==> src/rtl/hazard_unit.sv <==
// Pipeline hazard control: operand forwarding, load-use and data-memory stalls,
// branch flushes, memory-wait timeout and a saturating stalled-cycle counter.
module hazard_unit (
   input  logic       clk,
   input  logic       reset,
   input  logic [4:0] rs1D,
   input  logic [4:0] rs2D,
   input  logic [4:0] rs1E,
   input  logic [4:0] rs2E,
   input  logic [4:0] rdE,
   input  logic [1:0] ResultsrcE,
   input  logic       PCSrcE,
   input  logic [4:0] rdM,
   input  logic       RegWriteM,
   input  logic [4:0] rdW,
   input  logic       RegWriteW,
   input  logic       mem_req_M,
   input  logic       mem_ready,
   output logic       StallF,
   output logic       StallD,
   output logic       StallE,
   output logic       StallM,
   output logic       FlushD,
   output logic       FlushE,
   output logic       FlushW,
   output logic [1:0] ForwardAE,
   output logic [1:0] ForwardBE,
   output logic       mem_timeout,
   output logic [15:0] stall_cycles
);

   // state   | meaning
   // IDLE    | no outstanding data-memory wait
   // WAIT    | memory access pending, pipeline frozen
   localparam logic [0:0] ST_IDLE = 1'b0;
   localparam logic [0:0] ST_WAIT = 1'b1;

   logic [0:0]  state_q, state_d;
   logic [7:0]  wait_cnt_q, wait_cnt_d;
   logic        mem_timeout_q, mem_timeout_d;
   logic [15:0] stall_cycles_q, stall_cycles_d;
   logic        lw_stall;
   logic        mem_stall;
   logic [1:0]  fwd_a;
   logic [1:0]  fwd_b;

   assign lw_stall  = (ResultsrcE == 2'b01) && (rdE != 5'd0) &&
                      ((rdE == rs1D) || (rdE == rs2D));
   assign mem_stall = mem_req_M && !mem_ready;

   always_comb begin
      fwd_a = 2'b00;
      if (RegWriteM && (rdM != 5'd0) && (rdM == rs1E))      fwd_a = 2'b10;
      else if (RegWriteW && (rdW != 5'd0) && (rdW == rs1E)) fwd_a = 2'b01;
      fwd_b = 2'b00;
      if (RegWriteM && (rdM != 5'd0) && (rdM == rs2E))      fwd_b = 2'b10;
      else if (RegWriteW && (rdW != 5'd0) && (rdW == rs2E)) fwd_b = 2'b01;
   end

   // A memory stall freezes everything and defers branch/load-use flushes.
   always_comb begin
      StallF    = 1'b0;
      StallD    = 1'b0;
      StallE    = 1'b0;
      StallM    = 1'b0;
      FlushD    = 1'b1;
      FlushE    = 1'b1;
      FlushW    = 1'b1;
      ForwardAE = 2'b00;
      ForwardBE = 2'b00;
      if (!reset) begin
         ForwardAE = fwd_a;
         ForwardBE = fwd_b;
         if (mem_stall) begin
            StallF = 1'b1;
            StallD = 1'b1;
            StallE = 1'b1;
            StallM = 1'b1;
            FlushD = 1'b0;
            FlushE = 1'b0;
            FlushW = 1'b1;
         end else begin
            StallF = lw_stall;
            StallD = lw_stall;
            FlushD = PCSrcE;
            FlushE = lw_stall || PCSrcE;
            FlushW = 1'b0;
         end
      end
   end

   always_comb begin
      state_d = state_q;
      case (state_q)
         ST_IDLE: if (mem_stall) state_d = ST_WAIT;
         ST_WAIT: if (mem_ready || !mem_req_M) state_d = ST_IDLE;
         default: state_d = ST_IDLE;
      endcase

      wait_cnt_d = wait_cnt_q;
      if (state_d == ST_IDLE)
         wait_cnt_d = 8'd0;
      else if ((state_q == ST_WAIT) && mem_stall && (wait_cnt_q != 8'hFF))
         wait_cnt_d = wait_cnt_q + 8'd1;

      mem_timeout_d = mem_timeout_q || ((wait_cnt_q == 8'hFF) && mem_stall);

      stall_cycles_d = stall_cycles_q;
      if ((lw_stall || mem_stall) && (stall_cycles_q != 16'hFFFF))
         stall_cycles_d = stall_cycles_q + 16'd1;
   end

   always_ff @(posedge clk) begin
      if (reset) begin
         state_q        <= ST_IDLE;
         wait_cnt_q     <= 8'd0;
         mem_timeout_q  <= 1'b0;
         stall_cycles_q <= 16'd0;
      end else begin
         state_q        <= state_d;
         wait_cnt_q     <= wait_cnt_d;
         mem_timeout_q  <= mem_timeout_d;
         stall_cycles_q <= stall_cycles_d;
      end
   end

   assign mem_timeout  = mem_timeout_q;
   assign stall_cycles = stall_cycles_q;

endmodule

==> config.mk <==
export PLATFORM = sky130hd
export DESIGN_NAME = hazard_unit
export DESIGN_NICKNAME = d
export VERILOG_FILES = /design/src/rtl/hazard_unit.sv
export SDC_FILE = /design/constraint.sdc
export NUM_CORES = 1
export LEC_CHECK = 0
export BUFFER_PORTS_ARGS = -buffer_cell sky130_fd_sc_hd__buf_2
export CAP_MARGIN = 20
export CORE_MARGIN = 2
export CORE_UTILIZATION = 45
export DETAILED_ROUTE_END_ITERATION = 6
export GPL_TIMING_DRIVEN = 1
export PLACE_DENSITY = 0.75
export SLEW_MARGIN = 20
export SYNTH_ARGS = -nofsm -noshare
export SYNTH_HDL_FRONTEND = slang
export SYNTH_SLANG_ARGS = --single-unit
export TNS_END_PERCENT = 10
==> constraint.sdc <==
create_clock -name clk -period 2.9 [get_ports clk]
set_input_delay 0.58 -clock clk [delete_from_list [all_inputs] [get_ports clk]]
set_output_delay 0.58 -clock clk [all_outputs]
set_load 0.05 [all_outputs]
==> impl_summary.log, run 1 <==
[metrics] Primary FF master, synth: dfxtp_1
[metrics] CTS tree: done
[metrics] crit path capture type: primary output
[metrics] relative max-transition margin: 0.601
[metrics] number of setup buffers added after CTS: 0
[metrics] area enclosed by the die boundary: 0.00449 mm2
[metrics] series of cell instances along the critical path: buf_2 > or4_1 > o21ai_0 > buf_4 > nor3_1 > nor4_2 > buf_2
[metrics] fraction of synthesized cell area taken by the top area cell type: 0.291
[metrics] detailed-route via count: 1785
[metrics] via density per instance: ~5.4
[metrics] quantity of gates resized following cts: 0
[metrics] count of nets left with antenna violations after detail routing: 0
[metrics] top achievable clock speed: approximately 0.37 GHz
[metrics] skew final: 0.00691 ns
[metrics] sink count of the clock tree: 26
[metrics] startpoint of the lowest-slack register-to-register path: stall_cycles[0]
[metrics] number of max-cap violations: 0
[metrics] cell type group with the largest total delay on the critical path: simple AND/OR/NAND/NOR gates
[metrics] cell area after synthesis: 0.00179 mm2
[metrics] number of buffers and inverters on the critical path: 3
[metrics] largest stage delay on the critical path: just over 0.5 ns
[metrics] cts hold-fix bufs: 0
[metrics] RSZ-0062 raised after global routing: false
[metrics] die height: around 67 um
[metrics] Placed Area: roughly 0.0022 mm2
[metrics] post-route cell area: 0.00225 mm2
[metrics] DRC marker count from the first detailed-route iteration: 95
[metrics] LEAKAGE: approximately 0.91 nW
[metrics] Avg Inst Size Synth: between 8 and 9 um2
[metrics] number of DRC violations after detailed routing: 0
[metrics] fraction of final layout cells with drive strength greater than 1: 0.333
[metrics] synthesis warning total: 0
[metrics] horizontal die dimension: 67.0 um
[metrics] worst voltage drop across the vdd grid: 0.179 mV
[metrics] worst hold path class: flip-flop to flip-flop
[metrics] remaining global-route overflow: 0
[metrics] router iterations before antenna repair: 4
[metrics] startpoint of the tightest hold check path: mem_timeout
[metrics] Num CTS Buffers: 3
[metrics] setup slack on the worst flop-to-flop path: 0.88 ns
[metrics] routability congestion estimate from global placement: 0.771
[metrics] standard cell core area: 0.00374 mm2
[metrics] run status: finished clean
[metrics] clock root buffer: clkbuf_8
[metrics] placed cells: 329
[metrics] Tcrit/Tclk final: 0.942
[metrics] final-report max-slew violation count: 0
[metrics] CP max-delay cell: or4_1
[metrics] startpoint type of the worst setup path: primary input
[metrics] total of buffers placed on input and output ports: 71
[metrics] clock buffer depth: 2
[metrics] vias in the first global route: ~1600
[metrics] final standard cell count with taps included and fillers excluded: 333
[metrics] layout-stage area growth over the synthesis result: 25.8%
[metrics] CTS H-Tree Depth: 1
[metrics] dominant cells by area after synthesis: dfxtp_1 (29%), xnor2_1 (12%), xor2_1 (6.4%)
[metrics] Final #Nets: 332
[metrics] actual slew at the worst max-slew pin: 0.594 ns
[metrics] net count of the mapped netlist: between 200 and 300
[metrics] number of antenna violations at the first check in global routing: 0
[metrics] post-detail-place hpwl: ~3200 um
[metrics] Worst EP required: between 2 and 2.5 ns
[metrics] later-pin clock latency in the skew report: 0.27 ns
[metrics] initial cell density of the core: 0.477
[metrics] detailed-route wire length per cell: ~12 um
[metrics] worst reg2reg endpoint: stall_cycles[14]
[metrics] wire length of the first global-routing pass: 6750 um
[metrics] fraction of registers with async set or reset after synthesis: 0
[metrics] # IOs: 72
[metrics] cell seen most often among critical-path stages: buf_2
[metrics] total of flip-flops plus latches after synthesis: 26
[metrics] Crit Path Class: primary input to primary output
[metrics] diode insertion count for antenna repair: 0
[metrics] pin count of the biggest net entering global routing: 28
[metrics] number of flops mapped to enable cells by yosys: 0
[metrics] worst hold path cell count: 2
[metrics] Seq/Total Area, Yosys: 0.291
[metrics] number of endpoints failing setup at the final stage: 0
[metrics] critical path peak fanout: 4
[metrics] Clock Pin Slew Worst Setup and Hold Paths: 0.09 ns
[metrics] Power Density: around 370 mW/mm2
[metrics] total global-route track usage: 0.192
[metrics] library cell with the highest instance count after synthesis: dfxtp_1
[metrics] fin crit period: 2.73 ns
[metrics] total wirelength of the detailed-routed design: 4080 um
[metrics] post-synthesis cell type count: 40
[metrics] row count: 22
[metrics] count of endpoints failing hold in the final timing report: 0
[metrics] endpoint of the worst hold-timing path: mem_timeout
[metrics] library cell with the largest summed area after synthesis: dfxtp_1
[metrics] Arr. time, crit path: 2.15 ns
[metrics] cell types with the highest counts after synthesis: dfxtp_1 (26), xnor2_1 (24), nor2_1 (16)
[metrics] worst reg2reg path depth: 6
[metrics] gate count after technology mapping: 215
==> flip-flops by register name, summed over array words and instances (netlist names) <==
signal        cells
mem_timeout       1
stall_cycles     16
state_q           1
wait_cnt_q        8
==> per-stage QoR <==
stage          worst slack, ns  hold WS (ns)  total power, W  TNS [ns]   util
6_report                 0.168         0.470        0.000831         0  0.600
2_1_floorplan           -0.182         0.485        0.000481    -0.800      -
4_1_cts                  0.152         0.484        0.000836         0  0.600
5_1_grt                 0.0789         0.516        0.000868         0  0.600
3_3_place_gp             0.156         0.446        0.000536         0  0.581
3_5_place_dp             0.153         0.462        0.000539         0  0.581
==> report_power, final <==
group	switching [W]	internal [W]	total, W
combinational	0.0000958	0.0000686	0.000164
clock	0.000117	0.000185	0.000302
sequential	0.00000532	0.000359	0.000365
==> kinds of logic (layout without fill, tap and decap cells) <==
kind of cell / after synthesis / count (layout) / share of synthesized area
adder cells (fa/ha/maj): 2 / 2 / 0.0140
AND/OR/NAND/NOR: 92 / 92 / 0.297
flip-flops: 26 / 26 / 0.291
multiplexers: 3 / 3 / 0.0196
AO/OA/AOI/OAI: 41 / 41 / 0.150
XOR/XNOR: 37 / 37 / 0.181
buffers and inverters: 14 / 84 / 0.0469
==> worst reg2reg max path: cells and delay by family, from the launching register on <==
| kind | cells | cell delay (ns) |
|---|---|---|
| AO/OA/AOI/OAI | 2 | 0.38 |
| adder cells (fa/ha/maj) | 1 | 0.25 |
| buffers and inverters | 1 | 0.06 |
| flip-flops | 1 | 0.52 |
| AND/OR/NAND/NOR | 2 | 0.74 |
==> worst max path at each step <==
stage	start	end	slack, ns	depth (start not counted)
global route	rdM[1]	ForwardBE[0]	0.08	7
floorplan	reset	ForwardAE[1]	-0.18	3
finish	rdM[1]	ForwardBE[0]	0.17	7
detailed placement	rdM[1]	ForwardAE[0]	0.15	7
global placement	rdM[1]	ForwardAE[0]	0.16	7
CTS	rdM[1]	ForwardBE[0]	0.15	7
==> layout make-up <==
class                   instances  area (um2)
flip-flops and latches         26         520
multi-input cells             175        1190
clock inverters                 1        30.0
well taps                      48        60.1
inverters                       6        22.5
repair buffers                 74         378
clock buffers                   3        41.3
fillers                       341        1500
==> routing by layer <==
| metal | wire length (um) | part of all wire | track usage | vias up |
|---|---|---|---|---|
| li1 | - | - | - | 923 |
| met1 | 1890 | 0.46 | 0.244 | 797 |
| met2 | 1910 | 0.47 | 0.327 | 61 |
| met3 | 244 | 0.060 | 0.0304 | 4 |
| met4 | 34 | 0.0083 | 0.0612 | 0 |
| met5 | 0 | 0 | 0 | - |
==> layout by cell type (no fill, tap or decap), drive strengths merged <==
| cell | synthesis | final |
|---|---|---|
| a211oi | 1 | 1 |
| a21o | 2 | 2 |
| a21oi | 15 | 15 |
| a2bb2oi | 1 | 1 |
| a31oi | 1 | 1 |
| and2 | 1 | 1 |
| buf | 4 | 74 |
| bufinv | 0 | 1 |
| clkbuf | 4 | 3 |
| dfxtp | 26 | 26 |
| ha | 2 | 2 |
| inv | 6 | 6 |
| mux2 | 1 | 1 |
| mux2i | 2 | 2 |
| nand2 | 12 | 12 |
| nand2b | 5 | 5 |
| nand3 | 13 | 13 |
| nand3b | 1 | 1 |
| nand4 | 8 | 8 |
| nor2 | 17 | 17 |
| nor2b | 5 | 5 |
| nor3 | 6 | 6 |
| nor4 | 6 | 6 |
| o21ai | 9 | 9 |
| o21bai | 1 | 1 |
| o22ai | 1 | 1 |
| o31ai | 10 | 10 |
| or3 | 4 | 4 |
| or4 | 14 | 14 |
| xnor2 | 24 | 24 |
| xor2 | 13 | 13 |
Power figures use the tool's default switching activity.
==> inputs of run 2 (changes only) <==
- CTS_CLUSTER_DIAMETER: not set -> 120
- MAX_ROUTING_LAYER: not set -> met4
==> run 2 against run 1 <==
Against the previous run: via count grew 0.28%; clock power is essentially flat; count of clock-buffer cells in the layout is the same; clock skew is essentially flat; cell count is the same; register-to-register slack is essentially flat; routed wire length is essentially flat; utilization is the same; critical path type unchanged; largest cell class unchanged.
==> impl_summary.log, run 2 (synthesis gave the netlist of run 1 again) <==
[metrics] via density per instance: 5.38 (was 5.36)
[metrics] Crit Path Class: primary input to primary output (unchanged)
[metrics] row count: 22 (unchanged)
[metrics] total wirelength of the detailed-routed design: 4080 um (about the same)
[metrics] Final #Nets: 332 (unchanged)
[metrics] routability congestion estimate from global placement: 0.782 (was 0.771)
[metrics] pin count of the biggest net entering global routing: 28 (unchanged)
[metrics] final-report max-slew violation count: 0 (unchanged)
[metrics] total of buffers placed on input and output ports: 71 (unchanged)
[metrics] fraction of final layout cells with drive strength greater than 1: 0.333 (unchanged)
[metrics] # IOs: 72 (unchanged)
[metrics] post-route cell area: 0.00225 mm2 (unchanged)
[metrics] cts hold-fix bufs: 0 (unchanged)
[metrics] RSZ-0062 raised after global routing: false (unchanged)
[metrics] fillcell total: 341 (unchanged)
[metrics] most common library cell in the layout ignoring fill and taps: buf_2 (unchanged)
[metrics] vias in the first global route: 1586 (was 1587)
[metrics] max FFs per register: 16 (unchanged)
[metrics] Placed Area: 0.00218 mm2 (unchanged)
[metrics] worst voltage drop across the vdd grid: 0.179 mV (unchanged)
[metrics] CTS tree: done (unchanged)
[metrics] actual slew at the worst max-slew pin: 0.594 ns (unchanged)
[metrics] detailed-route via count: 1790 (was 1785)
[metrics] count of endpoints failing hold in the final timing report: 0 (unchanged)
[metrics] standard cell core area: 0.00374 mm2 (unchanged)
[metrics] diode insertion count for antenna repair: 0 (unchanged)
[metrics] number of endpoints failing setup at the final stage: 0 (unchanged)
[metrics] count of nets left with antenna violations after detail routing: 0 (unchanged)
[metrics] later-pin clock latency in the skew report: 0.27 ns (about the same)
[metrics] placed cells: 329 (unchanged)
[metrics] number of setup buffers added after CTS: 0 (unchanged)
[metrics] Clock Pin Slew Worst Setup and Hold Paths: 0.09 ns (about the same)
[metrics] final standard cell count with taps included and fillers excluded: 333 (unchanged)
[metrics] remaining global-route overflow: 0 (unchanged)
[metrics] worst hold path class: flip-flop to flip-flop (unchanged)
[metrics] Num CTS Buffers: 3 (unchanged)
[metrics] skew final: 0.00679 ns (was 0.00691 ns)
[metrics] DRC marker count from the first detailed-route iteration: 95 (unchanged)
[metrics] busiest grt layer: met2 (unchanged)
[metrics] quantity of gates resized following cts: 0 (unchanged)
[metrics] Power Density: 370 mW/mm2 (about the same)
[metrics] relative max-transition margin: 0.601 (unchanged)
[metrics] most frequent cells in the layout: buf_2 (71), dfxtp_1 (26), xnor2_1 (24) (unchanged)
[metrics] Arr. time, crit path: 2.15 ns (about the same)
[metrics] die height: 67.0 um (unchanged)
[metrics] run status: finished clean (unchanged)
[metrics] LEAKAGE: 0.906 nW (unchanged)
[metrics] combined flip-flop and latch cell area: 520 um2 (unchanged)
[metrics] top achievable clock speed: 0.366 GHz (about the same)
[metrics] detailed-route wire length per cell: 12.2 um (about the same)
[metrics] router iterations before antenna repair: 4 (unchanged)
[metrics] total global-route track usage: 0.197 (was 0.192)
[metrics] number of max-cap violations: 0 (unchanged)
[metrics] post-detail-place hpwl: 3190 um (unchanged)
[metrics] met3 track utilization from global routing: 0.0220 (was 0.0304)
[metrics] critical path peak fanout: 4 (unchanged)
[metrics] crit path capture type: primary output (unchanged)
[metrics] sink count of the clock tree: 26 (unchanged)
[metrics] Worst EP required: 2.32 ns (about the same)
[metrics] CTS H-Tree Depth: 1 (unchanged)
[metrics] Tcrit/Tclk final: 0.942 (about the same)
[metrics] met1 layer usage reported by global route: 0.249 (was 0.244)
[metrics] placement-stage worst setup slack: 0.153 ns (unchanged)
[metrics] wire length of the first global-routing pass: 6750 um (unchanged)
[metrics] clock buffer depth: 2 (unchanged)
[metrics] layout-stage area growth over the synthesis result: 25.8% (unchanged)
[metrics] clock root buffer: clkbuf_8 (unchanged)
[metrics] startpoint type of the worst setup path: primary input (unchanged)
[metrics] footprint of the multi-input gates: 0.00119 mm2 (unchanged)
[metrics] initial cell density of the core: 0.477 (unchanged)
[metrics] area enclosed by the die boundary: 0.00449 mm2 (unchanged)
[metrics] number of antenna violations at the first check in global routing: 0 (unchanged)
[metrics] GR Util met2: 0.327 (unchanged)
[metrics] number of DRC violations after detailed routing: 0 (unchanged)
[metrics] horizontal die dimension: 67.0 um (unchanged)
[metrics] fin crit period: 2.73 ns (about the same)
[metrics] Worst Slack Setup Final: 0.168 ns (about the same)
-- run 2: final cells by class --
class                           count  area share
Clock buffer                        3      0.0184
Clock inverter                      1      0.0134
Inverter                            6      0.0100
Multi-Input combinational cell    175       0.532
Sequential cell                    26       0.232
Tap cell                           48      0.0267
Timing Repair Buffer               74       0.168
-- run 2: final timing paths --
check / startpoint / endpoint / slack (ns) / depth (start not counted)
worst min register to register: mem_timeout / mem_timeout / 0.47 / 2
worst min-delay path: mem_timeout / mem_timeout / 0.47 / 2
worst max-delay path: rdM[1] / ForwardBE[0] / 0.17 / 7
worst max register to register: stall_cycles[0] / stall_cycles[14] / 0.88 / 6
-- run 2: metal layers --
layer  wire, um  vias to the layer above  part of all wire
li1           -                      923                 -
met1       1910                      802              0.47
met2       1910                       61              0.47
met3        220                        4             0.054
met4         38                        0            0.0093
met5          0                        -                 0
-- run 2: critical path, cell delays in order --
cell and delay (ns):
buf_2 0.12, or4_1 0.51, o21ai_0 0.17, buf_4 0.15, nor3_1 0.05, nor4_2 0.26, buf_2 0.30
-- run 2: through the flow --
step	hold slack (ns)	util	TNS [ns]	total power (W)
finish	0.470	0.600	0	0.000831
detailed placement	0.462	0.581	0	0.000539
global route	0.516	0.600	0	0.000868
floorplan	0.485	-	-0.800	0.000481
global placement	0.446	0.581	0	0.000536
CTS	0.484	0.600	0	0.000836
-- run 2: report_power, final --
group	internal, W	switching, W
logic	0.0000686	0.0000959
clock network	0.000185	0.000117
registers	0.000359	0.00000532
==> inputs of run 3 (changes only) <==
- RECOVER_POWER: not set -> 100
==> run 3 against run 2 <==
Against the previous run: critical path depth stayed put; sequential share of layout area is 0.41 points higher; total power is 0.27% lower; sequential power hardly changed; utilization is 1.0 points lower; count of clock-buffer cells in the layout stayed put; final area is 1.7% lower; first-iteration DRC count is 6.3% lower; die area stayed put.
==> impl_summary.log, run 3 (synthesis gave the netlist of run 1 again) <==
[metrics] relative max-transition margin: 0.379 (was 0.601)
[metrics] placed cells: 329 (unchanged)
[metrics] layout-stage area growth over the synthesis result: 23.6% (was 25.8%)
[metrics] routability congestion estimate from global placement: 0.782 (unchanged)
[metrics] number of setup buffers added after CTS: 0 (unchanged)
[metrics] initial cell density of the core: 0.477 (unchanged)
[metrics] count of nets left with antenna violations after detail routing: 0 (unchanged)
[metrics] cts hold-fix bufs: 0 (unchanged)
[metrics] Clock Pin Slew Worst Setup and Hold Paths: 0.09 ns (about the same)
[metrics] worst hold path cell count: 2 (unchanged)
[metrics] Crit Path Class: primary input to primary output (unchanged)
[metrics] actual slew at the worst max-slew pin: 0.921 ns (was 0.594 ns)
[metrics] count of endpoints failing hold in the final timing report: 0 (unchanged)
[metrics] pin count of the biggest net entering global routing: 28 (unchanged)
[metrics] horizontal die dimension: 67.0 um (unchanged)
[metrics] post-route setup TNS: 0 ns (unchanged)
[metrics] detailed-route via count: 1815 (was 1790)
[metrics] detailed-route wire length per cell: 12.2 um (about the same)
[metrics] fin crit period: 2.75 ns (was 2.73 ns)
[metrics] number of buffers and inverters on the critical path: 3 (unchanged)
[metrics] quantity of gates resized following cts: 0 (unchanged)
[metrics] die height: 67.0 um (unchanged)
[metrics] Power Density: 375 mW/mm2 (was 370 mW/mm2)
[metrics] area enclosed by the die boundary: 0.00449 mm2 (unchanged)
[metrics] LEAKAGE: 0.802 nW (was 0.906 nW)
[metrics] top achievable clock speed: 0.363 GHz (was 0.366 GHz)
[metrics] cell type group with the largest total delay on the critical path: simple AND/OR/NAND/NOR gates (unchanged)
[metrics] core utilization of the finished layout: 0.590 (was 0.600)
[metrics] clock buffer depth: 2 (unchanged)
[metrics] worst reg2reg path depth: 7 (was 6)
[metrics] number of endpoints failing setup at the final stage: 0 (unchanged)
[metrics] CP max-delay cell: or4_1 (unchanged)
[metrics] critical path peak fanout: 4 (unchanged)
[metrics] Num CTS Buffers: 3 (unchanged)
[metrics] wire length of the first global-routing pass: 6750 um (unchanged)
[metrics] final standard cell count with taps included and fillers excluded: 333 (unchanged)
[metrics] remaining global-route overflow: 0 (unchanged)
[metrics] number of DRC violations after detailed routing: 0 (unchanged)
[metrics] largest stage delay on the critical path: 0.51 ns (about the same)
[metrics] skew final: 0.00759 ns (was 0.00679 ns)
[metrics] vias in the first global route: 1586 (unchanged)
[metrics] RSZ-0062 raised after global routing: false (unchanged)
[metrics] Final #Nets: 332 (unchanged)
[metrics] Worst EP required: 2.32 ns (about the same)
[metrics] CTS tree: done (unchanged)
[metrics] sink count of the clock tree: 26 (unchanged)
[metrics] final-report max-slew violation count: 0 (unchanged)
[metrics] # IOs: 72 (unchanged)
[metrics] series of cell instances along the critical path: buf_2 > or4_1 > o21ai_0 > buf_4 > nor3_1 > nor4_2 > clkbuf_2 (was buf_2 > or4_1 > o21ai_0 > buf_4 > nor3_1 > nor4_2 > buf_2)
[metrics] Tcrit/Tclk final: 0.949 (was 0.942)
[metrics] fraction of final layout cells with drive strength greater than 1: 0.235 (was 0.333)
[metrics] CP startpoint: rdM[1] (unchanged)
[metrics] run status: finished clean (unchanged)
[metrics] endpoint of the worst hold-timing path: mem_timeout (unchanged)
[metrics] max FFs per register: 16 (unchanged)
[metrics] crit path capture type: primary output (unchanged)
[metrics] post-detail-place hpwl: 3190 um (unchanged)
[metrics] total of buffers placed on input and output ports: 71 (unchanged)
[metrics] number of antenna violations at the first check in global routing: 0 (unchanged)
[metrics] via density per instance: 5.45 (was 5.38)
[metrics] standard cell core area: 0.00374 mm2 (unchanged)
[metrics] most common library cell in the layout ignoring fill and taps: buf_2 (unchanged)
[metrics] startpoint of the tightest hold check path: mem_timeout (unchanged)
[metrics] diode insertion count for antenna repair: 0 (unchanged)
[metrics] Arr. time, crit path: 2.17 ns (was 2.15 ns)
[metrics] later-pin clock latency in the skew report: 0.27 ns (about the same)
[metrics] most frequent cells in the layout: buf_2 (42), dfxtp_1 (26), clkbuf_1 (25) (was buf_2 (71), dfxtp_1 (26), xnor2_1 (24))
[metrics] total global-route track usage: 0.197 (unchanged)
[metrics] total wirelength of the detailed-routed design: 4080 um (about the same)
[metrics] router iterations before antenna repair: 4 (unchanged)
[metrics] worst voltage drop across the vdd grid: 0.179 mV (about the same)
[metrics] startpoint of the lowest-slack register-to-register path: wait_cnt_q[0] (was stall_cycles[0])
[metrics] setup slack on the worst flop-to-flop path: 0.83 ns (was 0.88 ns)
[metrics] worst reg2reg endpoint: wait_cnt_q[5] (was stall_cycles[14])
[metrics] row count: 22 (unchanged)
[metrics] worst hold path class: flip-flop to flip-flop (unchanged)
[metrics] startpoint type of the worst setup path: primary input (unchanged)
[metrics] CTS H-Tree Depth: 1 (unchanged)
[metrics] clock root buffer: clkbuf_8 (unchanged)
[metrics] final hold slack: 0.476 ns (was 0.470 ns)
[metrics] DRC marker count from the first detailed-route iteration: 89 (was 95)
[metrics] number of max-cap violations: 0 (unchanged)
==> run 3: layout make-up <==
class / count / area (um2)
sequential: 26 / 520
tap: 48 / 60.1
clock buffer: 3 / 41.3
fill: 350 / 1540
timing repair buffer: 74 / 344
inverter: 6 / 22.5
clock inverter: 1 / 30.0
multi-input combinational: 175 / 1190
==> run 3: power by group <==
part	switching, W	leakage [nW]	total [W]	internal [W]
Clock	0.000118	0.0357	0.000303	0.000185
Sequential	0.00000540	0.210	0.000365	0.000359
Combinational	0.0000955	0.556	0.000161	0.0000659
==> run 3: layer usage <==
metal	GRT usage	routed length (um)	vias to the layer above
met2	0.327	1890	65
met4	0.0612	37	0
met1	0.249	1900	821
li1	-	-	923
met5	-	0	-
met3	0.0220	244	6
==> run 3: worst max-delay path by stage <==
stage,slack [ns],endpoint,cells after the start
detailed placement,0.15,ForwardAE[0],7
floorplan,-0.18,ForwardAE[1],3
global placement,0.16,ForwardAE[0],7
global route,0.06,stall_cycles[0],8
CTS,0.15,ForwardBE[0],7
finish,0.15,ForwardBE[0],7
==> run 3: through the flow <==
stage	instance area, um2	total power, W	setup WS (ns)
finish	2210	0.000829	0.147
global placement	2180	0.000536	0.156
CTS	2250	0.000836	0.152
floorplan	1800	0.000481	-0.182
global route	2210	0.000865	0.0565
detailed placement	2180	0.000539	0.153
==> run 3: tightest hold or removal path, stage by stage (launching register included) <==
cell and delay (ns):
dfxtp_1 0.34, nor2_1 0.05, nor2_1 0.06
